===== config.mk =====
export PLATFORM = sky130hd
export DESIGN_NAME = status_ctrl
export DESIGN_NICKNAME = d
export VERILOG_FILES = /design/src/rtl/status_ctrl_pkg.sv /design/src/rtl/status_ctrl_ahmap.sv /design/src/rtl/status_ctrl.sv
export SDC_FILE = /design/constraint.sdc
export NUM_CORES = 1
export LEC_CHECK = 0
export CAP_MARGIN = 15
export CORE_ASPECT_RATIO = 0.5
export CORE_MARGIN = 2
export CORE_UTILIZATION = 46
export DETAILED_ROUTE_END_ITERATION = 12
export PLACE_DENSITY_LB_ADDON = 0.1
export REMOVE_ABC_BUFFERS = 1
export SYNTH_ARGS = -nofsm -noshare
export SYNTH_HDL_FRONTEND = slang
export SYNTH_SLANG_ARGS = --single-unit

===== constraint.sdc =====
create_clock -name clk -period 4.8 [get_ports clk]
set_input_delay 1.44 -clock clk [delete_from_list [all_inputs] [get_ports clk]]
set_output_delay 1.44 -clock clk [all_outputs]
set_load 0.01 [all_outputs]

===== src/rtl/status_ctrl_pkg.sv =====
// status_ctrl_pkg
//   Shared definitions for the status controller:
//   - bit indices of the compressed status word {AF,CF,OF,SF,ZF,PF}
//   - bit positions of those flags inside the AH byte (LAHF/SAHF layout)
//   - meta command opcodes
//   - FSM state encoding
package status_ctrl_pkg;

   // Compressed status bit indices
   localparam int STAT_AF = 5;
   localparam int STAT_CF = 4;
   localparam int STAT_OF = 3;
   localparam int STAT_SF = 2;
   localparam int STAT_ZF = 1;
   localparam int STAT_PF = 0;

   // AH byte layout: {SF,ZF,0,AF,0,PF,1,CF}
   localparam int AH_SF = 7;
   localparam int AH_ZF = 6;
   localparam int AH_AF = 4;
   localparam int AH_PF = 2;
   localparam int AH_CF = 0;

   // Meta command opcodes
   localparam logic [5:0] CMD_CLC  = 6'h01;
   localparam logic [5:0] CMD_STC  = 6'h02;
   localparam logic [5:0] CMD_CMC  = 6'h03;
   localparam logic [5:0] CMD_CLD  = 6'h04;
   localparam logic [5:0] CMD_STD  = 6'h05;
   localparam logic [5:0] CMD_LAHF = 6'h06;
   localparam logic [5:0] CMD_SAHF = 6'h07;

   // Controller FSM states
   typedef enum logic [1:0] {
      ST_IDLE  = 2'd0,
      ST_RF_RD = 2'd1,
      ST_RF_WR = 2'd2,
      ST_RESP  = 2'd3
   } state_t;

endpackage


===== src/rtl/status_ctrl_ahmap.sv =====
// status_ctrl_ahmap
//   Combinational pack/unpack between the compressed status word and the
//   AH byte used by LAHF/SAHF.
// Ports
//   status        in   6  current compressed flags
//   ah_rd         in   8  AH byte read from the register file
//   ah_pack       out  8  {SF,ZF,0,AF,0,PF,1,CF} built from status
//   status_unpack out  6  status with SF/ZF/AF/PF/CF taken from ah_rd, OF kept
module status_ctrl_ahmap
   import status_ctrl_pkg::*;
(
   input  logic [5:0] status,
   input  logic [7:0] ah_rd,
   output logic [7:0] ah_pack,
   output logic [5:0] status_unpack
);

   // Reserved AH bits carry no flag information on the way in.
   logic unused_ah;
   assign unused_ah = ^{ah_rd[5], ah_rd[3], ah_rd[1]};

   always_comb begin
      ah_pack        = 8'b0000_0010;   // bit 1 always reads as 1
      ah_pack[AH_SF] = status[STAT_SF];
      ah_pack[AH_ZF] = status[STAT_ZF];
      ah_pack[AH_AF] = status[STAT_AF];
      ah_pack[AH_PF] = status[STAT_PF];
      ah_pack[AH_CF] = status[STAT_CF];
   end

   always_comb begin
      status_unpack          = status;  // OF is not represented in AH
      status_unpack[STAT_SF] = ah_rd[AH_SF];
      status_unpack[STAT_ZF] = ah_rd[AH_ZF];
      status_unpack[STAT_AF] = ah_rd[AH_AF];
      status_unpack[STAT_PF] = ah_rd[AH_PF];
      status_unpack[STAT_CF] = ah_rd[AH_CF];
   end

endmodule


===== src/rtl/status_ctrl.sv =====
// status_ctrl
//   Owns the architectural flags {AF,CF,OF,SF,ZF,PF} and DF. Executes the
//   meta commands CLC/STC/CMC/CLD/STD/LAHF/SAHF, merges ALU flag updates and
//   drives a single-byte AH register-file port for LAHF/SAHF.
// Handshakes
//   cmd: a command transfers on a rising edge where cmd_vld && cmd_rdy.
//        cmd_rdy is high only in IDLE.
//   alu: an update transfers on a rising edge where alu_vld && alu_rdy.
//        alu_rdy is high in IDLE and RESP. Valid may be held or dropped
//        freely by the source; nothing is latched without ready.
//   rf : rf_req/rf_we/rf_wdata stay stable until a cycle with rf_gnt; read
//        data is taken from rf_rdata in that grant cycle.
// Ports
//   clk, rst_n           clock, async active-low reset
//   cmd_vld/rdy/opc      meta command handshake
//   alu_vld/rdy/flags/mask ALU flag update handshake
//   rf_req/we/wdata/gnt/rdata AH register-file port
//   status_out, df_out   current flags (registered)
//   done, err            one-cycle retire / error pulses
//   dbg_state            current FSM state
module status_ctrl
   import status_ctrl_pkg::*;
#(
   parameter int STAT_W  = 6,
   parameter int TIMEOUT = 16
) (
   input  logic              clk,
   input  logic              rst_n,
   input  logic              cmd_vld,
   output logic              cmd_rdy,
   input  logic [5:0]        cmd_opc,
   input  logic              alu_vld,
   output logic              alu_rdy,
   input  logic [STAT_W-1:0] alu_flags,
   input  logic [STAT_W-1:0] alu_mask,
   output logic              rf_req,
   output logic              rf_we,
   output logic [7:0]        rf_wdata,
   input  logic              rf_gnt,
   input  logic [7:0]        rf_rdata,
   output logic [STAT_W-1:0] status_out,
   output logic              df_out,
   output logic              done,
   output logic              err,
   output logic [1:0]        dbg_state
);

   localparam int TW = (TIMEOUT > 2) ? $clog2(TIMEOUT) : 1;
   localparam logic [TW-1:0] TMAX = TW'(TIMEOUT - 1);

   state_t            state;
   logic [TW-1:0]     timer;
   logic [STAT_W-1:0] status_q;
   logic              df_q;

   logic              cmd_fire;
   logic              alu_fire;
   logic [STAT_W-1:0] merged;
   logic [7:0]        ah_pack;
   logic [STAT_W-1:0] status_unpack;

   assign cmd_rdy    = (state == ST_IDLE);
   assign alu_rdy    = (state == ST_IDLE) || (state == ST_RESP);
   assign cmd_fire   = cmd_vld && cmd_rdy;
   assign alu_fire   = alu_vld && alu_rdy;
   assign status_out = status_q;
   assign df_out     = df_q;
   assign dbg_state  = state;

   // Flags after any ALU merge this cycle; meta commands act on this value,
   // so a same-cycle CF command overrides the ALU's CF.
   assign merged = alu_fire ? ((status_q & ~alu_mask) | (alu_flags & alu_mask))
                            : status_q;

   status_ctrl_ahmap u_ahmap (
      .status        (merged),
      .ah_rd         (rf_rdata),
      .ah_pack       (ah_pack),
      .status_unpack (status_unpack)
   );

   always_ff @(posedge clk or negedge rst_n) begin
      if (!rst_n) begin
         state    <= ST_IDLE;
         timer    <= '0;
         status_q <= '0;
         df_q     <= 1'b0;
         rf_req   <= 1'b0;
         rf_we    <= 1'b0;
         rf_wdata <= 8'h00;
         done     <= 1'b0;
         err      <= 1'b0;
      end else begin
         done <= 1'b0;
         err  <= 1'b0;
         case (state)
            ST_IDLE: begin
               status_q <= merged;
               if (cmd_fire) begin
                  case (cmd_opc)
                     CMD_CLC: begin
                        status_q[STAT_CF] <= 1'b0;
                        state <= ST_RESP;
                        done  <= 1'b1;
                     end
                     CMD_STC: begin
                        status_q[STAT_CF] <= 1'b1;
                        state <= ST_RESP;
                        done  <= 1'b1;
                     end
                     CMD_CMC: begin
                        status_q[STAT_CF] <= ~merged[STAT_CF];
                        state <= ST_RESP;
                        done  <= 1'b1;
                     end
                     CMD_CLD: begin
                        df_q  <= 1'b0;
                        state <= ST_RESP;
                        done  <= 1'b1;
                     end
                     CMD_STD: begin
                        df_q  <= 1'b1;
                        state <= ST_RESP;
                        done  <= 1'b1;
                     end
                     CMD_LAHF: begin
                        rf_wdata <= ah_pack;
                        rf_req   <= 1'b1;
                        rf_we    <= 1'b1;
                        timer    <= '0;
                        state    <= ST_RF_WR;
                     end
                     CMD_SAHF: begin
                        rf_req <= 1'b1;
                        rf_we  <= 1'b0;
                        timer  <= '0;
                        state  <= ST_RF_RD;
                     end
                     default: err <= 1'b1;
                  endcase
               end
            end
            ST_RF_RD, ST_RF_WR: begin
               if (rf_gnt) begin
                  if (state == ST_RF_RD) status_q <= status_unpack;
                  rf_req <= 1'b0;
                  rf_we  <= 1'b0;
                  timer  <= '0;
                  done   <= 1'b1;
                  state  <= ST_RESP;
               end else if (timer == TMAX) begin
                  // Grant never came: abort without touching the flags.
                  rf_req <= 1'b0;
                  rf_we  <= 1'b0;
                  timer  <= '0;
                  err    <= 1'b1;
                  state  <= ST_IDLE;
               end else begin
                  timer <= timer + TW'(1);
               end
            end
            ST_RESP: begin
               status_q <= merged;
               state    <= ST_IDLE;
            end
            default: state <= ST_IDLE;
         endcase
      end
   end

endmodule


## Yosys cells after proc, flatten, opt, wreduce, memory -nomap -nowiden

Index checks and enable logic that the tools add are counted.

| operators by class | value |
|---|---|
| shifts and indexed selects | 0 |
| add/subtract/negate cells | 1 |
| muxes and demuxes | 34 |
| equal/unequal tests | 18 |
| reductions and logical operators | 17 |
| bitwise gates (word level) | 5 |
| divide/modulo/power cells | 0 |
| multiply operators | 0 |
| order comparisons | 0 |

Operators by type and width:

| operator | number |
|---|---|
| 6-bit by 3-bit == test with 1-bit output, second input constant | 4 |
| 6-bit 2-to-1 mux | 3 |
| 6-bit one-hot mux with 3 select lines | 1 |
| 4-bit 2-to-1 mux | 4 |
| 1-bit 2-to-1 mux | 13 |
| 6-bit AND | 2 |
| 6-bit by 2-bit == test with 1-bit output, second input constant | 2 |
| 1-bit one-hot mux with 2 select lines | 6 |
| 2-bit one-hot mux with 3 select lines | 2 |
| 3-bit AND reduction | 4 |
| 4-bit one-hot mux with 2 select lines | 1 |
| 4-bit AND reduction | 2 |
| 7-bit OR reduction | 1 |
| 6-bit by 1-bit == test with 1-bit output, second input constant | 1 |
| 2-bit 2-to-1 mux | 3 |
| 2-bit inequality test, second input constant | 3 |
| 6-bit inverter | 1 |
| 6-bit bitwise OR | 1 |
| 5-bit OR reduction | 1 |
| 4-bit by 1-bit adder with 4-bit output, second input constant | 1 |
| 2-bit == test, second input constant | 2 |
| 4-bit == test, second input constant | 1 |
| 4-bit by 2-bit inequality test with 1-bit output, second input constant | 1 |
| 2-bit nonzero test | 2 |
| 11 further kinds | 13 |

| storage, ports and cells | value |
|---|---|
| bits in registers | 23 |
| bits in read-only memories | 0 |
| memories | 0 |
| logic and storage cells | 84 |
| memory bits (writable) | 0 |
| bits in latches | 0 |

## Longest topological paths before layout

| depth | value |
|---|---|
| word-level depth | 8 |
| mapped depth | 7 |
| mapped depth without buffers | 6 |

## Cells and area by module

A second synthesis with hierarchy kept.

| second synthesis, totals | value |
|---|---|
| cells, all modules | 157 |
| area, all modules | 1576.5 sq um |

By module, submodules not included:

| module | instances | cells each | sequential area each (sq um) | area an instance (sq um) |
|---|---|---|---|---|
| status_ctrl | 1 | 141 | 625.6 | 1463.9 |
| status_ctrl_ahmap | 1 | 16 | 0.0 | 112.6 |

## Worst setup path before layout

Ideal clock, no wire load.

| timing | value |
|---|---|
| kind | input -> register |
| from | input cmd_opc[3] |
| to | register timer[3] |
| arrival | 2.937 ns |
| path slack | 1.780 ns |
| setup time | 0.083 ns |
| data required time | 4.717 ns |
| path buffers | 2 |
| stages on the path | 6 |
| path through | or3_1 buf_6 o32a_1 buf_6 or4_1 o21ai_0 |

| on the way | value |
|---|---|
| word-level cells in the longest chain between the ends | 4 |
| elaborated cells on any way between the ends | 5 |

Ends and longest elaborated chain:

| item | RTL line | RTL |
|---|---|---|
| start: declaration | status_ctrl.sv:31 | `input logic [5:0] cmd_opc,` |
| 6-bit by 3-bit == test with 1-bit output | status_ctrl.sv:100 | `case (cmd_opc)` |
| 2-bit OR reduction (no source line) (*) | -- |  |
| 2-bit inequality test (no source line) (*) | -- |  |
| 3-bit AND reduction (no source line) (*) | -- |  |
| end signal: assignment | status_ctrl.sv:159 | `timer <= timer + TW'(1);` |
| end: declaration | status_ctrl.sv:52 | `logic [TW-1:0] timer;` |

Every way passes the cells marked *; elsewhere a longest branch is shown, timed or not.
A chain may end at the register's enable or synchronous reset.

## Final worst setup path

| timing | value |
|---|---|
| from | register state[0], in the netlist dbg_state[0] |
| to | output alu_rdy |

| on the way | value |
|---|---|
| word-level cells in the longest chain between the ends | 2 |
| elaborated cells on any way between the ends | 3 |

Ends and longest elaborated chain:

| item | RTL line | RTL |
|---|---|---|
| start: declaration | status_ctrl.sv:51 | `state_t state;` |
| start signal: assignment | status_ctrl.sv:84 | `state <= ST_IDLE;` |
| start signal: assignment | status_ctrl.sv:103 | `state <= ST_RESP;` |
| start signal: assignment | status_ctrl.sv:108 | `state <= ST_RESP;` |
| 2-bit == test or 2-bit zero test (tied branches) | status_ctrl.sv:63 | `assign alu_rdy = (state == ST_IDLE) \|\| (state == ST_RESP);` |
| 1-bit logical OR (*) | status_ctrl.sv:63 |  |
| end: declaration | status_ctrl.sv:33 | `output logic alu_rdy,` |

Marks and branches as above.

==> flow_metrics.py <==
metrics = {
    "routing": {
        "drt-initial-drc-count": 93,
        "viasPerCell": 5.45,
        "vias": 1226,
        "wl_per_cell_um": 14.6,
        "routed_wl_um": 3280,
        "drc": 0,
        "drtAntennaViolNets": 0,
        "drt_pass1_iterations": 4,
    },
    "synthesis": {
        "yosysMostFrequentCell": "dfrtp_1",
        "synthAdderAreaFrac_pct": 5.68,
        "synthTopCellsByCount": "23 x dfrtp_1, 14 x nand2_1, 14 x o21ai_0",
        "synth_compound_area_share_pct": 19.0,
        "synth-edff-count": 0,
        "synth_top_family_by_area": "compound AO/OA/AOI/OAI gates",
        "yosys_register_bits": 23,
        "netlist_area_um2": 1320,
        "synth_top_area_share_pct": 43.6,
        "yosysTopAreaCell": "dfrtp_1",
        "synthFlopType": "dfrtp_1",
        "ys_seq_area_share_pct": 43.6,
        "yosys.area_share.simple_pct": 18.3,
        "synth-xor-area-share_pct": 0,
        "yosys_warnings": 0,
        "synthMuxAreaShare_pct": 7.20,
        "synth_area_leaders": "dfrtp_1 44%, ha_1 5.7%, o21ai_0 5.3%, nand2_1 4.0%, mux2i_1 3.8%",
        "synthCells": 141,
        "ys_types": 33,
        "async_flop_share_pct": 100,
        "syn_area_per_cell_um2": 9.37,
    },
    "cts": {
        "cts_sinks": 23,
        "htreeDepth": 1,
        "cts_hold_buffers": 0,
        "clk_pin_slew_ns": 0.09,
        "post_cts_buffers": 0,
        "insertion_delay_ns": 0.27,
        "cts_made_buffers": 3,
        "cts.path.max_buffers": 2,
        "root_buffer": "clkbuf_8",
        "cts_tree": "done",
        "cts_resized": 0,
    },
    "power": {
        "power.total_uw": 1090,
        "p_leak_uw": 0.000815,
        "powerDensity_nw_per_um2": 583,
        "vdd_ir_drop_max_v": 0.000281,
    },
    "grt": {
        "grt_pass1_wl_um": 5460,
        "grt_max_degree": 24,
        "grt_usage_pct": 21.0,
        "grt-ovfl-total": 0,
        "grt_pass1_vias": 1152,
        "antenna_found_initial": 0,
    },
    "die": {
        "die_w_um": 79.8,
        "rows": 13,
        "die_h_um": 41.9,
        "pin_count": 54,
        "core_area_um2": 2670,
        "die-area_um2": 3340,
        "start_util_pct": 49.5,
    },
    "timing": {
        "hold_viol": 0,
        "fmax_mhz": 290,
        "finalCritPeriodShare_pct": 71.9,
        "tns_ns": 0,
        "slew_violations": 0,
        "max_slew_margin_pct": 61.6,
        "finalSetupViolCount": 0,
        "rsz0062_at_grt": "no",
        "worstMarginPinSlew_ns": 0.570,
        "worst_hold_slack_ns": 0.488,
        "worst_slack_ns": 1.35,
        "skew_ns": 0.00924,
        "min_period_ns": 3.45,
    },
    "layout": {
        "multiInputGateArea_um2": 671,
        "fill_cells": 209,
        "n_antenna_cell": 0,
        "drive_gt1_share_pct": 5.32,
        "area_delta_synth_final_pct": 42.1,
        "finalNetCount": 226,
        "seq_area_um2": 576,
    },
    "placement": {
        "portBuffers": 48,
        "hpwlAfterDp_um": 2380,
        "gp_congestion": 0.766,
        "pre_cts_ws_ns": 1.26,
    },
    "setup_path": {
        "rr_worst_depth": 6,
        "crit_fanout": 12,
        "cp-start-kind": "register",
        "crit_type": "register to output pin",
        "endpoint_kind": "output pin",
        "arrival_ns": 2.01,
        "crit_required_ns": 3.36,
    },
    "hold_path": {
        "hp-class": "register to register",
        "hold-path-cell-count": 1,
    },
    "outcome": {
        "outcome": "complete, no violations",
    },
    "run": {
        "max-cap-violations": 0,
    },
}
## state kept, by name (all words and copies together) (netlist names), named ones only
name / cells
rf_req: 1
df_out: 1
rf_wdata: 6
status_out: 5
done: 1
dbg_state: 2
timer: 4
err: 1
rf_we: 1
## critical path, stage by stage, from the launching register on
cell             delay (ns)
dfrtp_1                0.42
inv_1                  0.11
ha_1                   0.47
inv_1                  0.19
clkdlybuf4s50_1        0.56
## power by group
part           total, uW  switching (uW)  internal [uW]  leakage, uW
clock                124            66.0           58.1    0.0000255
combinational        660             327            333     0.000492
sequential           310            47.0            263     0.000298
## worst paths after layout
path	start	slack, ns	endpoint
max in group asynchronous	rst_n	2.94	dbg_state[0]
min	rf_wdata[1]	0.49	rf_wdata[1]
min in group asynchronous	rst_n	1.44	rf_wdata[6]
min reg2reg	rf_wdata[1]	0.49	rf_wdata[1]
max	dbg_state[0]	1.35	alu_rdy
max reg2reg	dbg_state[1]	2.60	status_out[4]
## routing by layer
metal	GRT usage [%]	part of all wire [%]
met5	0	0
met4	4.41	0.70
met3	6.09	7.0
met2	33.3	45
met1	28.8	47
## final cells by class
class	count	area share, %
repair buffers	50	27.3
clock inverters	1	0.266
flip-flops and latches	23	30.6
clock buffers	3	2.20
well taps	37	2.47
inverters	7	1.40
multi-input cells	104	35.7
## stage by stage
step | util (%) | std cells | cell area [um2]
after global routing | 70.4 | 225 | 1880
after CTS | 69.2 | 223 | 1850
after detailed placement | 67.4 | 219 | 1800
after floorplan | - | 134 | 1270
after global placement | 67.4 | 219 | 1800
final | 70.4 | 225 | 1880
## placed cells by master, fill, tap and decap left out, types with 2 or more instances in the layout
| master | Yosys | layout |
|---|---|---|
| mux2i_1 | 5 | 5 |
| o32a_1 | 2 | 2 |
| o21ai_0 | 14 | 14 |
| nand2_1 | 14 | 14 |
| nand4_1 | 2 | 2 |
| conb_1 | 1 | 2 |
| nor2_1 | 12 | 12 |
| nand2b_1 | 4 | 4 |
| clkdlybuf4s50_1 | 0 | 48 |
| ha_1 | 6 | 6 |
| clkbuf_8 | 0 | 3 |
| mux2_2 | 4 | 4 |
| a21oi_1 | 9 | 9 |
| nand3b_1 | 5 | 5 |
| inv_1 | 7 | 7 |
| nor3_1 | 3 | 3 |
| a31oi_1 | 3 | 3 |
| a2bb2oi_1 | 4 | 4 |
| dfrtp_1 | 23 | 23 |
| or3_1 | 2 | 2 |
| or4_1 | 2 | 2 |
## cell families after synthesis
logic type / count (synthesis)
AO/OA/AOI/OAI: 39
adder cells (fa/ha/maj): 6
buffers and inverters: 15
flip-flops: 23
multiplexers: 9
other: 1
AND/OR/NAND/NOR: 48
Power figures use the tool's default switching activity.
